[src/rtl/axi_arb_pkg.sv]
// Shared encodings for the IFU/LSU AXI arbiter: FSM states, fixed AXI field values
// and requester indices.
package axi_arb_pkg;

  typedef enum logic [2:0] {
    ARB_IDLE = 3'd0,
    ARB_AR   = 3'd1,
    ARB_R    = 3'd2,
    ARB_AW_W = 3'd3,
    ARB_B    = 3'd4,
    ARB_RSP  = 3'd5
  } arb_state_e;

  localparam logic [1:0] AXI_BURST_INCR = 2'b01;
  localparam logic [1:0] AXI_RESP_OKAY  = 2'b00;

  localparam int ARB_IFU = 0;
  localparam int ARB_LSU = 1;

endpackage

[src/rtl/axi_arb_if.sv]
// Bundles for the arbiter: the two-requester request/response side and the
// single AXI4 master side (master = arbiter, slave = memory/interconnect).
interface arb_req_if #(
  parameter int ADDR_W = 32,
  parameter int DATA_W = 32
);
  logic [1:0]          req_valid;
  logic [1:0]          req_ready;
  logic [1:0]          req_wen;
  logic [2*ADDR_W-1:0] req_addr;
  logic [2*DATA_W-1:0] req_wdata;
  logic [7:0]          req_wstrb;
  logic [5:0]          req_size;
  logic [1:0]          rsp_valid;
  logic [1:0]          rsp_ready;
  logic [DATA_W-1:0]   rsp_rdata;
  logic                rsp_err;

  modport master (
    output req_valid, req_wen, req_addr, req_wdata, req_wstrb, req_size, rsp_ready,
    input  req_ready, rsp_valid, rsp_rdata, rsp_err
  );
  modport slave (
    input  req_valid, req_wen, req_addr, req_wdata, req_wstrb, req_size, rsp_ready,
    output req_ready, rsp_valid, rsp_rdata, rsp_err
  );
endinterface

interface axi4_if #(
  parameter int ADDR_W = 32,
  parameter int DATA_W = 32
);
  logic              awready, awvalid;
  logic [ADDR_W-1:0] awaddr;
  logic [3:0]        awid;
  logic [7:0]        awlen;
  logic [2:0]        awsize;
  logic [1:0]        awburst;
  logic              wready, wvalid, wlast;
  logic [DATA_W-1:0] wdata;
  logic [3:0]        wstrb;
  logic              bready, bvalid;
  logic [1:0]        bresp;
  logic [3:0]        bid;
  logic              arready, arvalid;
  logic [ADDR_W-1:0] araddr;
  logic [3:0]        arid;
  logic [7:0]        arlen;
  logic [2:0]        arsize;
  logic [1:0]        arburst;
  logic              rready, rvalid, rlast;
  logic [1:0]        rresp;
  logic [DATA_W-1:0] rdata;
  logic [3:0]        rid;

  modport master (
    input  awready, wready, bvalid, bresp, bid, arready, rvalid, rresp, rdata, rlast, rid,
    output awvalid, awaddr, awid, awlen, awsize, awburst, wvalid, wdata, wstrb, wlast,
           bready, arvalid, araddr, arid, arlen, arsize, arburst, rready
  );
  modport slave (
    output awready, wready, bvalid, bresp, bid, arready, rvalid, rresp, rdata, rlast, rid,
    input  awvalid, awaddr, awid, awlen, awsize, awburst, wvalid, wdata, wstrb, wlast,
           bready, arvalid, araddr, arid, arlen, arsize, arburst, rready
  );
endinterface

[src/rtl/axi_arb_rr_arb2.sv]
// Two-way round-robin picker: on a tie the requester that was not granted last wins.
module rr_arb2
  import axi_arb_pkg::*;
(
  input  logic [1:0] req,
  input  logic       last,
  output logic [1:0] gnt,
  output logic       idx
);

  always_comb begin
    idx = 1'b0;
    gnt = 2'b00;
    if (req == 2'b11) idx = ~last;
    else if (req[ARB_LSU]) idx = 1'b1;
    if (req != 2'b00) gnt = idx ? 2'b10 : 2'b01;
  end

endmodule

[src/rtl/axi_arb.sv]
// Shares one AXI4 master port between IFU and LSU; one single-beat transaction
// at a time, response routed back to the requester that was granted.
module axi_arb
  import axi_arb_pkg::*;
#(
  parameter int         ADDR_W = 32,
  parameter int         DATA_W = 32,
  parameter logic [3:0] AXI_ID = 4'd0
) (
  input  logic clk_i,
  input  logic rst_i,
  arb_req_if.slave req,
  axi4_if.master   axi
);

  arb_state_e        state, state_nxt;
  logic              last, sel, gnt_idx;
  logic [1:0]        gnt;
  logic              lat_wen;
  logic [ADDR_W-1:0] lat_addr;
  logic [DATA_W-1:0] lat_wdata;
  logic [3:0]        lat_wstrb;
  logic [2:0]        lat_size;
  logic              aw_done, w_done;
  logic [DATA_W-1:0] rdata_q;
  logic              err_q;
  logic              req_hs, aw_hs, w_hs;

  rr_arb2 u_rr (
    .req  (req.req_valid),
    .last (last),
    .gnt  (gnt),
    .idx  (gnt_idx)
  );

  assign req_hs = (state == ARB_IDLE) && (gnt != 2'b00);
  assign aw_hs  = axi.awvalid && axi.awready;
  assign w_hs   = axi.wvalid && axi.wready;

  always_comb begin
    state_nxt = state;
    unique case (state)
      ARB_IDLE: if (req_hs) state_nxt = req.req_wen[gnt_idx] ? ARB_AW_W : ARB_AR;
      ARB_AR:   if (axi.arready) state_nxt = ARB_R;
      ARB_R:    if (axi.rvalid) state_nxt = ARB_RSP;
      ARB_AW_W: if ((aw_done || aw_hs) && (w_done || w_hs)) state_nxt = ARB_B;
      ARB_B:    if (axi.bvalid) state_nxt = ARB_RSP;
      ARB_RSP:  if (req.rsp_ready[sel]) state_nxt = ARB_IDLE;
      default:  state_nxt = ARB_IDLE;
    endcase
  end

  // Reset also clears the payload latch so an aborted transaction leaves nothing behind.
  always_ff @(posedge clk_i or negedge rst_i) begin
    if (!rst_i) begin
      state     <= ARB_IDLE;
      last      <= 1'b1;
      sel       <= 1'b0;
      lat_wen   <= 1'b0;
      lat_addr  <= '0;
      lat_wdata <= '0;
      lat_wstrb <= '0;
      lat_size  <= '0;
      aw_done   <= 1'b0;
      w_done    <= 1'b0;
      rdata_q   <= '0;
      err_q     <= 1'b0;
    end else begin
      state <= state_nxt;
      if (req_hs) begin
        sel       <= gnt_idx;
        last      <= gnt_idx;
        lat_wen   <= req.req_wen[gnt_idx];
        lat_addr  <= gnt_idx ? req.req_addr[2*ADDR_W-1:ADDR_W]  : req.req_addr[ADDR_W-1:0];
        lat_wdata <= gnt_idx ? req.req_wdata[2*DATA_W-1:DATA_W] : req.req_wdata[DATA_W-1:0];
        lat_wstrb <= gnt_idx ? req.req_wstrb[7:4] : req.req_wstrb[3:0];
        lat_size  <= gnt_idx ? req.req_size[5:3]  : req.req_size[2:0];
        aw_done   <= 1'b0;
        w_done    <= 1'b0;
      end
      if (aw_hs) aw_done <= 1'b1;
      if (w_hs)  w_done  <= 1'b1;
      if (state == ARB_R && axi.rvalid) begin
        rdata_q <= axi.rdata;
        err_q   <= (axi.rresp != AXI_RESP_OKAY) || (axi.rid != AXI_ID) || !axi.rlast;
      end
      if (state == ARB_B && axi.bvalid) begin
        rdata_q <= '0;
        err_q   <= (axi.bresp != AXI_RESP_OKAY) || (axi.bid != AXI_ID);
      end
    end
  end

  assign req.req_ready = (state == ARB_IDLE) ? gnt : 2'b00;
  assign req.rsp_valid = (state == ARB_RSP) ? (sel ? 2'b10 : 2'b01) : 2'b00;
  assign req.rsp_rdata = rdata_q;
  assign req.rsp_err   = err_q;

  // Valids decode registered state/done flags only, so they never depend on slave inputs.
  assign axi.arvalid = (state == ARB_AR);
  assign axi.rready  = (state == ARB_R);
  assign axi.awvalid = (state == ARB_AW_W) && !aw_done;
  assign axi.wvalid  = (state == ARB_AW_W) && !w_done;
  assign axi.bready  = (state == ARB_B);

  assign axi.araddr  = lat_addr;
  assign axi.arsize  = lat_size;
  assign axi.arid    = AXI_ID;
  assign axi.arlen   = 8'd0;
  assign axi.arburst = AXI_BURST_INCR;
  assign axi.awaddr  = lat_addr;
  assign axi.awsize  = lat_size;
  assign axi.awid    = AXI_ID;
  assign axi.awlen   = 8'd0;
  assign axi.awburst = AXI_BURST_INCR;
  assign axi.wdata   = lat_wdata;
  assign axi.wstrb   = lat_wstrb;
  assign axi.wlast   = 1'b1;

  logic unused_ok;
  assign unused_ok = lat_wen;

endmodule

[src/flat_wrapper.sv]
// flat-port wrapper written by rule: the top's interface ports become plain ports
module axi_arb_flat import axi_arb_pkg::*;
#(
  parameter int         ADDR_W = 32,
  parameter int         DATA_W = 32,
  parameter logic [3:0] AXI_ID = 4'd0
)
  (clk_i, rst_i, req_req_valid, req_req_wen, req_req_addr, req_req_wdata, req_req_wstrb, req_req_size, req_rsp_ready, req_req_ready, req_rsp_valid, req_rsp_rdata, req_rsp_err, axi_awready, axi_wready, axi_bvalid, axi_bresp, axi_bid, axi_arready, axi_rvalid, axi_rresp, axi_rdata, axi_rlast, axi_rid, axi_awvalid, axi_awaddr, axi_awid, axi_awlen, axi_awsize, axi_awburst, axi_wvalid, axi_wdata, axi_wstrb, axi_wlast, axi_bready, axi_arvalid, axi_araddr, axi_arid, axi_arlen, axi_arsize, axi_arburst, axi_rready);
  arb_req_if #(.ADDR_W(ADDR_W), .DATA_W(DATA_W)) req_i ();
  axi4_if #(.ADDR_W(ADDR_W), .DATA_W(DATA_W)) axi_i ();
  input  logic clk_i;
  input  logic rst_i;
  input wire logic [$bits(req_i.req_valid)-1:0] req_req_valid;
  input wire logic [$bits(req_i.req_wen)-1:0] req_req_wen;
  input wire logic [$bits(req_i.req_addr)-1:0] req_req_addr;
  input wire logic [$bits(req_i.req_wdata)-1:0] req_req_wdata;
  input wire logic [$bits(req_i.req_wstrb)-1:0] req_req_wstrb;
  input wire logic [$bits(req_i.req_size)-1:0] req_req_size;
  input wire logic [$bits(req_i.rsp_ready)-1:0] req_rsp_ready;
  output wire logic [$bits(req_i.req_ready)-1:0] req_req_ready;
  output wire logic [$bits(req_i.rsp_valid)-1:0] req_rsp_valid;
  output wire logic [$bits(req_i.rsp_rdata)-1:0] req_rsp_rdata;
  output wire logic [$bits(req_i.rsp_err)-1:0] req_rsp_err;
  input wire logic [$bits(axi_i.awready)-1:0] axi_awready;
  input wire logic [$bits(axi_i.wready)-1:0] axi_wready;
  input wire logic [$bits(axi_i.bvalid)-1:0] axi_bvalid;
  input wire logic [$bits(axi_i.bresp)-1:0] axi_bresp;
  input wire logic [$bits(axi_i.bid)-1:0] axi_bid;
  input wire logic [$bits(axi_i.arready)-1:0] axi_arready;
  input wire logic [$bits(axi_i.rvalid)-1:0] axi_rvalid;
  input wire logic [$bits(axi_i.rresp)-1:0] axi_rresp;
  input wire logic [$bits(axi_i.rdata)-1:0] axi_rdata;
  input wire logic [$bits(axi_i.rlast)-1:0] axi_rlast;
  input wire logic [$bits(axi_i.rid)-1:0] axi_rid;
  output wire logic [$bits(axi_i.awvalid)-1:0] axi_awvalid;
  output wire logic [$bits(axi_i.awaddr)-1:0] axi_awaddr;
  output wire logic [$bits(axi_i.awid)-1:0] axi_awid;
  output wire logic [$bits(axi_i.awlen)-1:0] axi_awlen;
  output wire logic [$bits(axi_i.awsize)-1:0] axi_awsize;
  output wire logic [$bits(axi_i.awburst)-1:0] axi_awburst;
  output wire logic [$bits(axi_i.wvalid)-1:0] axi_wvalid;
  output wire logic [$bits(axi_i.wdata)-1:0] axi_wdata;
  output wire logic [$bits(axi_i.wstrb)-1:0] axi_wstrb;
  output wire logic [$bits(axi_i.wlast)-1:0] axi_wlast;
  output wire logic [$bits(axi_i.bready)-1:0] axi_bready;
  output wire logic [$bits(axi_i.arvalid)-1:0] axi_arvalid;
  output wire logic [$bits(axi_i.araddr)-1:0] axi_araddr;
  output wire logic [$bits(axi_i.arid)-1:0] axi_arid;
  output wire logic [$bits(axi_i.arlen)-1:0] axi_arlen;
  output wire logic [$bits(axi_i.arsize)-1:0] axi_arsize;
  output wire logic [$bits(axi_i.arburst)-1:0] axi_arburst;
  output wire logic [$bits(axi_i.rready)-1:0] axi_rready;
  assign req_i.req_valid = req_req_valid;
  assign req_i.req_wen = req_req_wen;
  assign req_i.req_addr = req_req_addr;
  assign req_i.req_wdata = req_req_wdata;
  assign req_i.req_wstrb = req_req_wstrb;
  assign req_i.req_size = req_req_size;
  assign req_i.rsp_ready = req_rsp_ready;
  assign req_req_ready = req_i.req_ready;
  assign req_rsp_valid = req_i.rsp_valid;
  assign req_rsp_rdata = req_i.rsp_rdata;
  assign req_rsp_err = req_i.rsp_err;
  assign axi_i.awready = axi_awready;
  assign axi_i.wready = axi_wready;
  assign axi_i.bvalid = axi_bvalid;
  assign axi_i.bresp = axi_bresp;
  assign axi_i.bid = axi_bid;
  assign axi_i.arready = axi_arready;
  assign axi_i.rvalid = axi_rvalid;
  assign axi_i.rresp = axi_rresp;
  assign axi_i.rdata = axi_rdata;
  assign axi_i.rlast = axi_rlast;
  assign axi_i.rid = axi_rid;
  assign axi_awvalid = axi_i.awvalid;
  assign axi_awaddr = axi_i.awaddr;
  assign axi_awid = axi_i.awid;
  assign axi_awlen = axi_i.awlen;
  assign axi_awsize = axi_i.awsize;
  assign axi_awburst = axi_i.awburst;
  assign axi_wvalid = axi_i.wvalid;
  assign axi_wdata = axi_i.wdata;
  assign axi_wstrb = axi_i.wstrb;
  assign axi_wlast = axi_i.wlast;
  assign axi_bready = axi_i.bready;
  assign axi_arvalid = axi_i.arvalid;
  assign axi_araddr = axi_i.araddr;
  assign axi_arid = axi_i.arid;
  assign axi_arlen = axi_i.arlen;
  assign axi_arsize = axi_i.arsize;
  assign axi_arburst = axi_i.arburst;
  assign axi_rready = axi_i.rready;
  axi_arb #(.ADDR_W(ADDR_W), .DATA_W(DATA_W), .AXI_ID(AXI_ID)) u_core (.clk_i(clk_i), .rst_i(rst_i), .req(req_i), .axi(axi_i));
endmodule
[config.mk]
export PLATFORM = sky130hd
export DESIGN_NAME = axi_arb_flat
export DESIGN_NICKNAME = d
export VERILOG_FILES = /design/src/rtl/axi_arb_pkg.sv /design/src/rtl/axi_arb_if.sv /design/src/rtl/axi_arb_rr_arb2.sv /design/src/rtl/axi_arb.sv /design/src/flat_wrapper.sv
export SDC_FILE = /design/constraint.sdc
export NUM_CORES = 1
export LEC_CHECK = 0
export CAP_MARGIN = 20
export CELL_PAD_IN_SITES_DETAIL_PLACEMENT = 1
export CELL_PAD_IN_SITES_GLOBAL_PLACEMENT = 1
export CORE_ASPECT_RATIO = 0.75
export CORE_MARGIN = 2
export CORE_UTILIZATION = 27
export DETAILED_ROUTE_END_ITERATION = 12
export HOLD_SLACK_MARGIN = 0.15
export PLACE_DENSITY = 0.82
export SLEW_MARGIN = 25
export SYNTH_ARGS = -nofsm -noshare
export SYNTH_HDL_FRONTEND = slang
export SYNTH_HIERARCHICAL = 1
export SYNTH_SLANG_ARGS = --single-unit
[constraint.sdc]
create_clock -name clk_i -period 2.7 [get_ports clk_i]
set_clock_uncertainty 0.15 [all_clocks]
set_input_delay 0.27 -clock clk_i [delete_from_list [all_inputs] [get_ports clk_i]]
set_output_delay 0.27 -clock clk_i [all_outputs]
set_load 0.005 [all_outputs]
# == Word level (Yosys, flattened, before mapping) ==
# Index checks and enable logic that the tools add are counted.
# W data, S select, Z words.
# totals
reg_bits,111
input_bits,200
wordCells,83
# op_classes
bitwise_logic,1
order_cmp,2
reduce_logical,27
eq_ne,12
muxes,30
# op_table
cell,count
$mux W32,4
$mux W3,7
$pmux W3 S6,1
$reduce_bool A2 Y1,7
$mux W2,6
$mux W1,11
$logic_and A1 B1 Y1,8
$reduce_bool A4 Y1,2
$eq A3 B2 Y1 const B,2
$eq A3 B3 Y1 const B,2
$ne A2 B1 Y1 const B,3
$ne A2 B2 Y1 const B,3
$reduce_and A6 Y1,1
$logic_or A1 B1 Y1,5
$lt A1 B2 Y1 const B,2
$mux W4,1
$eq A3 B1 Y1 const B,1
$logic_not A1 Y1,3
$logic_not A3 Y1,1
$eq A2 B2 Y1 const B,1
$not A1 Y1,1

# == Logic depth before layout (Yosys ltp) ==
# Gate-level depths: netlist of run 1.
# depth
word_depth,8
depth_mapped,7
ltp_nobuf,5

# == Hierarchy ==
# The synthesis of run 1 kept the hierarchy.
# modules_own_cells
mod,cells_per_inst,area_each_um2,seq_area_each_um2,n_inst
axi_arb,428,5650.4,2778.9,1
rr_arb2,4,26.3,0.0,1

# == Worst setup path before layout of run 1 ==
# OpenSTA, ideal clock, no wires.
# synth_path
kind,register to register
from,register u_core.last
to,register u_core.lat_addr[0] (netlist: u_core/axi.araddr[0])
arrival_time_ns,1.586
setup_time_ns,0.125
setup_slack_ns,0.840
path_stages_with_launch,8
t_required_ns,2.425
path_cell_list,dfstp_2 > inv_1 > a21boi_1 > nor2_1 > nor2b_1 > buf_2 > buf_4 > mux2_2
# synth_between
elab_chain_len,6
word_cells_on_any_way,7
cone_classes,mux: 4; bitwise: 1; reduce/logical: 2
# synth_lines
item,line_no,text
from (decl),axi_arb.sv:17,"logic last, sel, gnt_idx;"
from (signal assigned),axi_arb.sv:72,last <= gnt_idx;
$not A1 Y1,axi_arb_rr_arb2.sv:14,if (req == 2'b11) idx = ~last;
$mux W1,axi_arb_rr_arb2.sv:14,
$mux W2 (2 in series),axi_arb_rr_arb2.sv:16,if (req != 2'b00) gnt = idx ? 2'b10 : 2'b01;
via u_core.gnt[0],axi_arb.sv:18,logic [1:0] gnt;
$reduce_bool A2 Y1,axi_arb.sv:36,assign req_hs = (state == ARB_IDLE) && (gnt != 2'b00);
$logic_and A1 B1 Y1,axi_arb.sv:36,
to (signal assigned),axi_arb.sv:74,lat_addr <= gnt_idx ? req.req_addr[2*ADDR_W-1:ADDR_W] : req.req_addr[ADDR_W-1:0];
to (decl),axi_arb.sv:20,logic [ADDR_W-1:0] lat_addr;
# The timed path passes the listed nets, and every way through them passes these cells.
# A chain may end at the register's enable or synchronous reset.

# == Final worst setup path of run 1 ==
# layout_path
from,register u_core.state[2]
to,output port axi_bready
# layout_between
elab_chain_len,1
# layout_lines
item,line_no,text
from (decl),axi_arb.sv:16,"arb_state_e state, state_nxt;"
from (signal assigned),axi_arb.sv:69,state <= state_nxt;
$eq A3 B3 Y1,axi_arb.sv:104,assign axi.bready = (state == ARB_B);
to (decl),flat_wrapper.sv:45,output wire logic [$bits(axi_i.bready)-1:0] axi_bready;
# Every way passes these cells.

==> impl_metrics.json, run 1 <==
{
  "run_status": "finished clean",
  "antenna_found_initial": 2,
  "flow.area_growth_from_synthesis_pct": 66.4,
  "nFillCells": 2144,
  "timing.critical_path.slowest_stage_cell": "sky130_fd_sc_hd__clkdlybuf4s50_1",
  "route.detailed.vias_per_inst": 4.39,
  "worst_pin_slew_ns": 0.597,
  "place.gp.congestion": 0.728,
  "reported_max_cap_violation_count": 0,
  "drt.antenna.violating_nets": 0,
  "placeableCoreArea_um2": 20400,
  "yosys.cell_types.count": 36,
  "drv_slew": 0,
  "dp_hpwl_mm": 15.1,
  "met3_wirelength_from_detailed_routing_mm": 1.69,
  "synth.ff_latch_count": 111,
  "power_density_over_the_cells_nw_per_um2": 955,
  "critical_path.max_stage_delay_ns": 0.61,
  "clock_sink_count": 111,
  "wl_met2_mm": 9.57,
  "initial_core_utilization": 0.278,
  "critical_path_arrival_ns": 1.98,
  "drt-total-wl_mm": 19.0,
  "global_route.usage.total": 0.166,
  "top_signal_layer_used": "met4",
  "cts_resized": 0,
  "ys_top_cells_by_area": "sky130_fd_sc_hd__dfrtp_1, sky130_fd_sc_hd__mux2_2, sky130_fd_sc_hd__buf_4, sky130_fd_sc_hd__a22o_1, sky130_fd_sc_hd__mux2_1",
  "critPathLaunchType": "register",
  "setup_violations": 0,
  "criticalPathCategory": "register to primary output",
  "hold_violations": 0,
  "path_clk_slew_ns": 0.08,
  "fin_ws_ns": 0.299,
  "cts.path.max_buffers": 2,
  "netlist.top_cell.by_area": "sky130_fd_sc_hd__dfrtp_1",
  "hold-worst-slack_ns": 0.275,
  "avgSynthCellArea_um2": 13.1,
  "rsz_0062_raised_after_global_routing": "false",
  "cts.root.buffer_cell": "sky130_fd_sc_hd__clkbuf_16",
  "grt_first_pass_wirelength_mm": 27.8,
  "final_nets": 937,
  "timing.fmax_mhz": 416,
  "die_height_um": 130,
  "cts_buffers": 9,
  "setup_tns_ns": 0,
  "die_w_um": 171,
  "detailedRoute.firstIterationViolations": 150,
  "yosysSeqAreaShare": 0.490,
  "pin_count": 377,
  "die-area_um2": 22200,
  "vias": 4504,
  "count_leader_synth": "sky130_fd_sc_hd__mux2_2",
  "number_of_flops_mapped_to_enable_cells_by_yosys": 0,
  "worst_ep_required_time_ns": 2.28,
  "total_overflow_reported_by_the_global_router": 0,
  "drtPass1Iterations": 4,
  "clock_insertion_delay_worst_skew_ns": 0.35,
  "grt_max_degree": 61,
  "dp_slack_ns": 0.244,
  "first_global_vias": 4737,
  "area_share_of_the_leading_cell_type_in_the_synthesized_netlist": 0.485,
  "vdd_ir_drop_max_uv": 340,
  "ys.flop_type": "sky130_fd_sc_hd__dfrtp_1",
  "drive_gt1_frac": 0.221,
  "period_share": 0.889,
  "yosys_warnings": 6,
  "cellLeakagePower_nw": 3.85,
  "crit_path_end_kind": "primary output",
  "met1_length_mm": 7.35,
  "detail_route.drc_violations": 0,
  "hold_path_class": "input pin to async pin",
  "netlist_top_cells_count": "sky130_fd_sc_hd__mux2_2, sky130_fd_sc_hd__dfrtp_1, sky130_fd_sc_hd__buf_4",
  "critical_path_maximum_fanout": 13,
  "cts_htree_levels": 3,
  "max-slew-margin-rel": 0.598,
  "netlist_area_um2": 5680,
  "timing.critical_path.cells": "nor3b_1 > clkdlybuf4s50_1",
  "port_buffers": 347,
  "min_period_ns": 2.40,
  "post_cts.repair.setup_buffers": 0,
  "placementRows": 45,
  "wl_per_cell_um": 18.5,
  "asyncSetResetFlopFracSynth": 1.00,
  "post_synth_inst_count": 432,
  "cts_tree": "yes"
}
==> logic make-up (layout without fill, tap and decap cells) <==
kind of cell / after synthesis / after routing / share of synthesized area
buffers and inverters: 92 / 375 / 0.111
AND/OR/NAND/NOR: 29 / 29 / 0.0313
AO/OA/AOI/OAI: 52 / 52 / 0.0774
other: 2 / 30 / 0.00132
multiplexers: 146 / 146 / 0.289
flip-flops: 111 / 111 / 0.490
==> path summary, 6_finish.rpt <==
kind	slack, ns	cells after the start	end	startpoint
setup / recovery	0.30	2	axi_bready	u_core/state[2]$_DFFE_PN0P_
hold / removal	0.28	2	u_core/axi.araddr[29]$_DFFE_PN0P_	rst_i
setup reg to reg	0.52	6	u_core/axi.araddr[6]$_DFFE_PN0P_	u_core/last$_DFFE_PN1P_
hold reg to reg	0.34	1	u_core/axi.wdata[22]$_DFFE_PN0P_	u_core/axi.wdata[22]$_DFFE_PN0P_
max in group asynchronous	1.41	3	u_core/req.rsp_rdata[9]$_DFFE_PN0P_	rst_i
min in group clk_i	0.34	1	u_core/axi.wdata[22]$_DFFE_PN0P_	u_core/axi.wdata[22]$_DFFE_PN0P_
==> metal layers <==
layer / vias up / GRT usage
met5: - / 0
met3: 16 / 0.0608
met1: 2217 / 0.190
met4: 0 / 0.0474
met2: 208 / 0.293
li1: 2063 / -
==> placed cells by master (no fill, tap or decap), drive strengths merged, types with 2 or more instances in the layout <==
master / n
conb: 29
a21boi: 3
nand3b: 3
nor2b: 5
a22o: 34
a21oi: 2
dfrtp: 110
a21o: 2
mux2i: 2
clkbuf: 9
inv: 5
mux2: 144
and2: 3
buf: 10
o21ai: 3
clkinv: 4
nor2: 6
clkdlybuf4s50: 346
nor4b: 2
nor3: 4
==> registers in the layout (all words and copies together) (netlist names) <==
name / flops
u_core/axi.arsize: 3
u_core/axi.araddr: 32
u_core/state: 3
u_core/req.rsp_rdata: 32
u_core/w_done: 1
u_core/axi.wdata: 32
u_core/req.rsp_err: 1
u_core/axi.wstrb: 4
u_core/aw_done: 1
u_core/sel: 1
u_core/last: 1
==> stage by stage <==
stage	utilization	cells	power [mW]	area, um^2
after CTS	0.462	1024	9.18	9450
after global routing	0.462	1025	9.60	9450
after global placement	0.446	1007	7.56	9110
after detailed placement	0.446	1007	7.71	9110
final	0.462	1025	9.02	9450
after floorplan	-	459	5.12	5780
==> power breakdown <==
group | total [mW] | internal, mW | leakage [nW] | switching, mW
Sequential | 3.07 | 2.48 | 1.35 | 0.598
Clock | 1.41 | 0.679 | 0.155 | 0.730
Combinational | 4.54 | 3.09 | 2.35 | 1.45
Total | 9.02 | 6.24 | 3.85 | 2.78
==> layout make-up <==
| class | instances | area [um^2] | share of cell area |
|---|---|---|---|
| diodes | 1 | 2.50 | 0.000265 |
| clock buffers | 9 | 225 | 0.0238 |
| clock inverters | 7 | 96.3 | 0.0102 |
| inverters | 2 | 7.51 | 0.000795 |
| multi-input cells | 256 | 2390 | 0.253 |
| flip-flops and latches | 111 | 2780 | 0.294 |
| well taps | 282 | 353 | 0.0373 |
| repair buffers | 357 | 3600 | 0.381 |
==> repair_timing <==
action,in CTS,in global routing
hold buffers,1,0
hold endpoints to repair,34,0
endpoints found under the setup margin,0,0
==> worst max-delay path: cells and delay by family (launching register included) <==
| kind | cells | cell delay, ns |
|---|---|---|
| buffers and inverters | 1 | 0.61 |
| flip-flops | 1 | 0.59 |
| AND/OR/NAND/NOR | 1 | 0.43 |
Note: power is estimated with default switching activity, not from simulation.
==> run 2, diff against run 1 <==
==> constraint.sdc (replaced) <==
create_clock -name clk_i -period 2.7 [get_ports clk_i]
set_clock_uncertainty 0.15 [all_clocks]
set_input_delay 0.27 -clock clk_i [delete_from_list [all_inputs] [get_ports clk_i]]
set_output_delay 0.27 -clock clk_i [all_outputs]
set_load 0.05 [all_outputs]
==> run 2 against run 1 <==
Net effect:
- utilization is 0.39 points higher
- sequential share of layout area is 0.24 points lower
- global-route usage is 0.32 points higher
- count of clock-buffer cells in the layout stayed put
- final cell count is 0.78% higher
==> impl_metrics.json, run 2 (synthesized netlist as in run 1, its figures left out) <==
{
  "layout_commonest_cell": "sky130_fd_sc_hd__clkdlybuf4s50_1",
  "worst_ep_required_time_ns": 2.28,
  "port_buffers": 347,
  "die-area_um2": 22200,
  "setup_tns_ns": 0,
  "run_status": "finished clean",
  "total_overflow_reported_by_the_global_router": 0,
  "reported_max_cap_violation_count": 0,
  "power_density_over_the_cells_nw_per_um2": 1360,
  "grt_first_pass_wirelength_mm": 28.4,
  "drtPass1Iterations": 4,
  "grt_max_degree": 57,
  "internal_power_mw": 6.33,
  "drive_gt1_frac": 0.233,
  "routing_usage_on_met2": 0.303,
  "antenna_found_initial": 0,
  "route.detailed.vias_per_inst": 4.41,
  "period_share": 0.963,
  "pin_count": 377,
  "rsz_0062_raised_after_global_routing": "false",
  "pwr-share-clk": 0.109,
  "crit_path_end_kind": "primary output",
  "cts_tree": "yes",
  "clock_sink_count": 111,
  "switchingPower_mw": 6.58,
  "global_route.usage.total": 0.170,
  "cts_buffers": 9,
  "setup_violations": 0,
  "wl_per_cell_um": 18.6,
  "placementRows": 45,
  "timing.fmax_mhz": 385,
  "cellLeakagePower_nw": 3.92,
  "first_global_vias": 4999,
  "grt_busiest_layer": "met2",
  "power.share.sequential": 0.238,
  "die_w_um": 171,
  "clock_insertion_delay_worst_skew_ns": 0.36,
  "finalInstanceArea_um2": 9530,
  "vias": 4552,
  "final_nets": 946,
  "critPathLaunchType": "register",
  "place.gp.congestion": 0.787,
  "placeableCoreArea_um2": 20400,
  "cts.path.max_buffers": 2,
  "hold_violations": 0,
  "fin_ws_ns": 0.0998,
  "initial_core_utilization": 0.278,
  "drt.antenna.violating_nets": 0,
  "globalRouteMet1Util": 0.189,
  "nFillCells": 2189,
  "max-slew-margin-rel": 0.585,
  "finalPower_mw": 12.9,
  "fin_util": 0.466,
  "worst_pin_slew_ns": 0.623,
  "dp_slack_ns": 0.136,
  "post_dp_cell_area_um2": 9200,
  "n_antenna_cell": 0,
  "cts.root.buffer_cell": "sky130_fd_sc_hd__clkbuf_16",
  "hold_path_class": "input pin to async pin",
  "flow.area_growth_from_synthesis_pct": 67.8,
  "min_period_ns": 2.60,
  "cts_htree_levels": 3,
  "drv_slew": 0,
  "power.share.combinational": 0.653,
  "critical_path_arrival_ns": 2.18,
  "detailedRoute.firstIterationViolations": 91,
  "layout_common_cells": "sky130_fd_sc_hd__clkdlybuf4s50_1, sky130_fd_sc_hd__mux2_2, sky130_fd_sc_hd__dfrtp_1",
  "criticalPathCategory": "register to primary output",
  "groute.layer.met3.usage": 0.0635,
  "die_height_um": 130,
  "sw_frac_of_total": 0.510,
  "detail_route.drc_violations": 0,
  "vdd_ir_drop_max_uv": 624,
  "path_clk_slew_ns": 0.09,
  "dp_hpwl_mm": 15.5,
  "critical_path_maximum_fanout": 12,
  "drt-total-wl_mm": 19.2
}
[run 2: cell type report]
class / instances / area [um^2] / share of cell area
inverter: 2 / 7.51 / 0.000788
sequential: 111 / 2780 / 0.292
timing repair buffer: 366 / 3680 / 0.387
multi-input combinational: 256 / 2390 / 0.250
tap: 282 / 353 / 0.0370
clock inverter: 7 / 91.3 / 0.00959
clock buffer: 9 / 225 / 0.0236
[run 2: metal layers]
metal  up-vias  part of all wire
li1       2079                 -
met1      2250              0.38
met2       206              0.51
met3        17             0.095
met4         0             0.017
met5         -                 0
[run 2: power groups by stage]
stage	Clock, mW	Sequential (mW)	Combinational (mW)
finish	1.41	3.07	8.42
global route	1.53	3.19	8.76
CTS	1.48	3.09	8.51
detailed placement	0	3.11	8.50
global placement	0	3.07	8.37
floorplan	0	5.57	3.29
[run 2: timing repair]
| action | CTS | global route |
|---|---|---|
| buffers inserted | 0 | 0 |
| hold buffers | 1 | 0 |
| resized for setup | 1 | 0 |
| setup endpoints to repair | 1 | 0 |
| endpoints found under the hold margin | 41 | 0 |
[run 2: worst paths after layout]
path | startpoint | end | slack [ns] | cells after the start
max in group asynchronous | rst_i | u_core/req.rsp_rdata[6]$_DFFE_PN0P_ | 1.37 | 3
setup reg to reg | u_core/last$_DFFE_PN1P_ | u_core/axi.arsize[1]$_DFFE_PN0P_ | 0.42 | 7
min in group clk_i | u_core/axi.wdata[17]$_DFFE_PN0P_ | u_core/axi.wdata[17]$_DFFE_PN0P_ | 0.34 | 1
hold reg to reg | u_core/axi.wdata[17]$_DFFE_PN0P_ | u_core/axi.wdata[17]$_DFFE_PN0P_ | 0.34 | 1
setup / recovery | u_core/state[0]$_DFFE_PN0P_ | req_rsp_valid[0] | 0.1 | 3
hold / removal | rst_i | u_core/axi.araddr[29]$_DFFE_PN0P_ | 0.30 | 2
[run 2: critical path, stage by stage (launching register included)]
cell,delay (ns)
sky130_fd_sc_hd__dfrtp_1,0.59
sky130_fd_sc_hd__and3b_1,0.28
sky130_fd_sc_hd__nor2b_1,0.14
sky130_fd_sc_hd__clkdlybuf4s50_1,0.81
[run 2: per-stage QoR]
stage / hold slack (ns) / cells
2_1_floorplan: -0.176 / 459
3_3_place_gp: 0.141 / 1016
3_5_place_dp: 0.156 / 1016
4_1_cts: 0.305 / 1033
5_1_grt: 0.334 / 1033
6_report: 0.297 / 1033
==> run 3, diff against run 2 <==
--- a/config.mk
+++ b/config.mk
@@ -12,6 +12,7 @@
 export CORE_MARGIN = 2
 export CORE_UTILIZATION = 27
 export DETAILED_ROUTE_END_ITERATION = 12
+export GPL_ROUTABILITY_DRIVEN = 0
 export HOLD_SLACK_MARGIN = 0.15
 export PLACE_DENSITY = 0.82
 export SLEW_MARGIN = 25
==> results of run 3 <==
No change in the layout: final DEF, timing and power equal those of run 2.
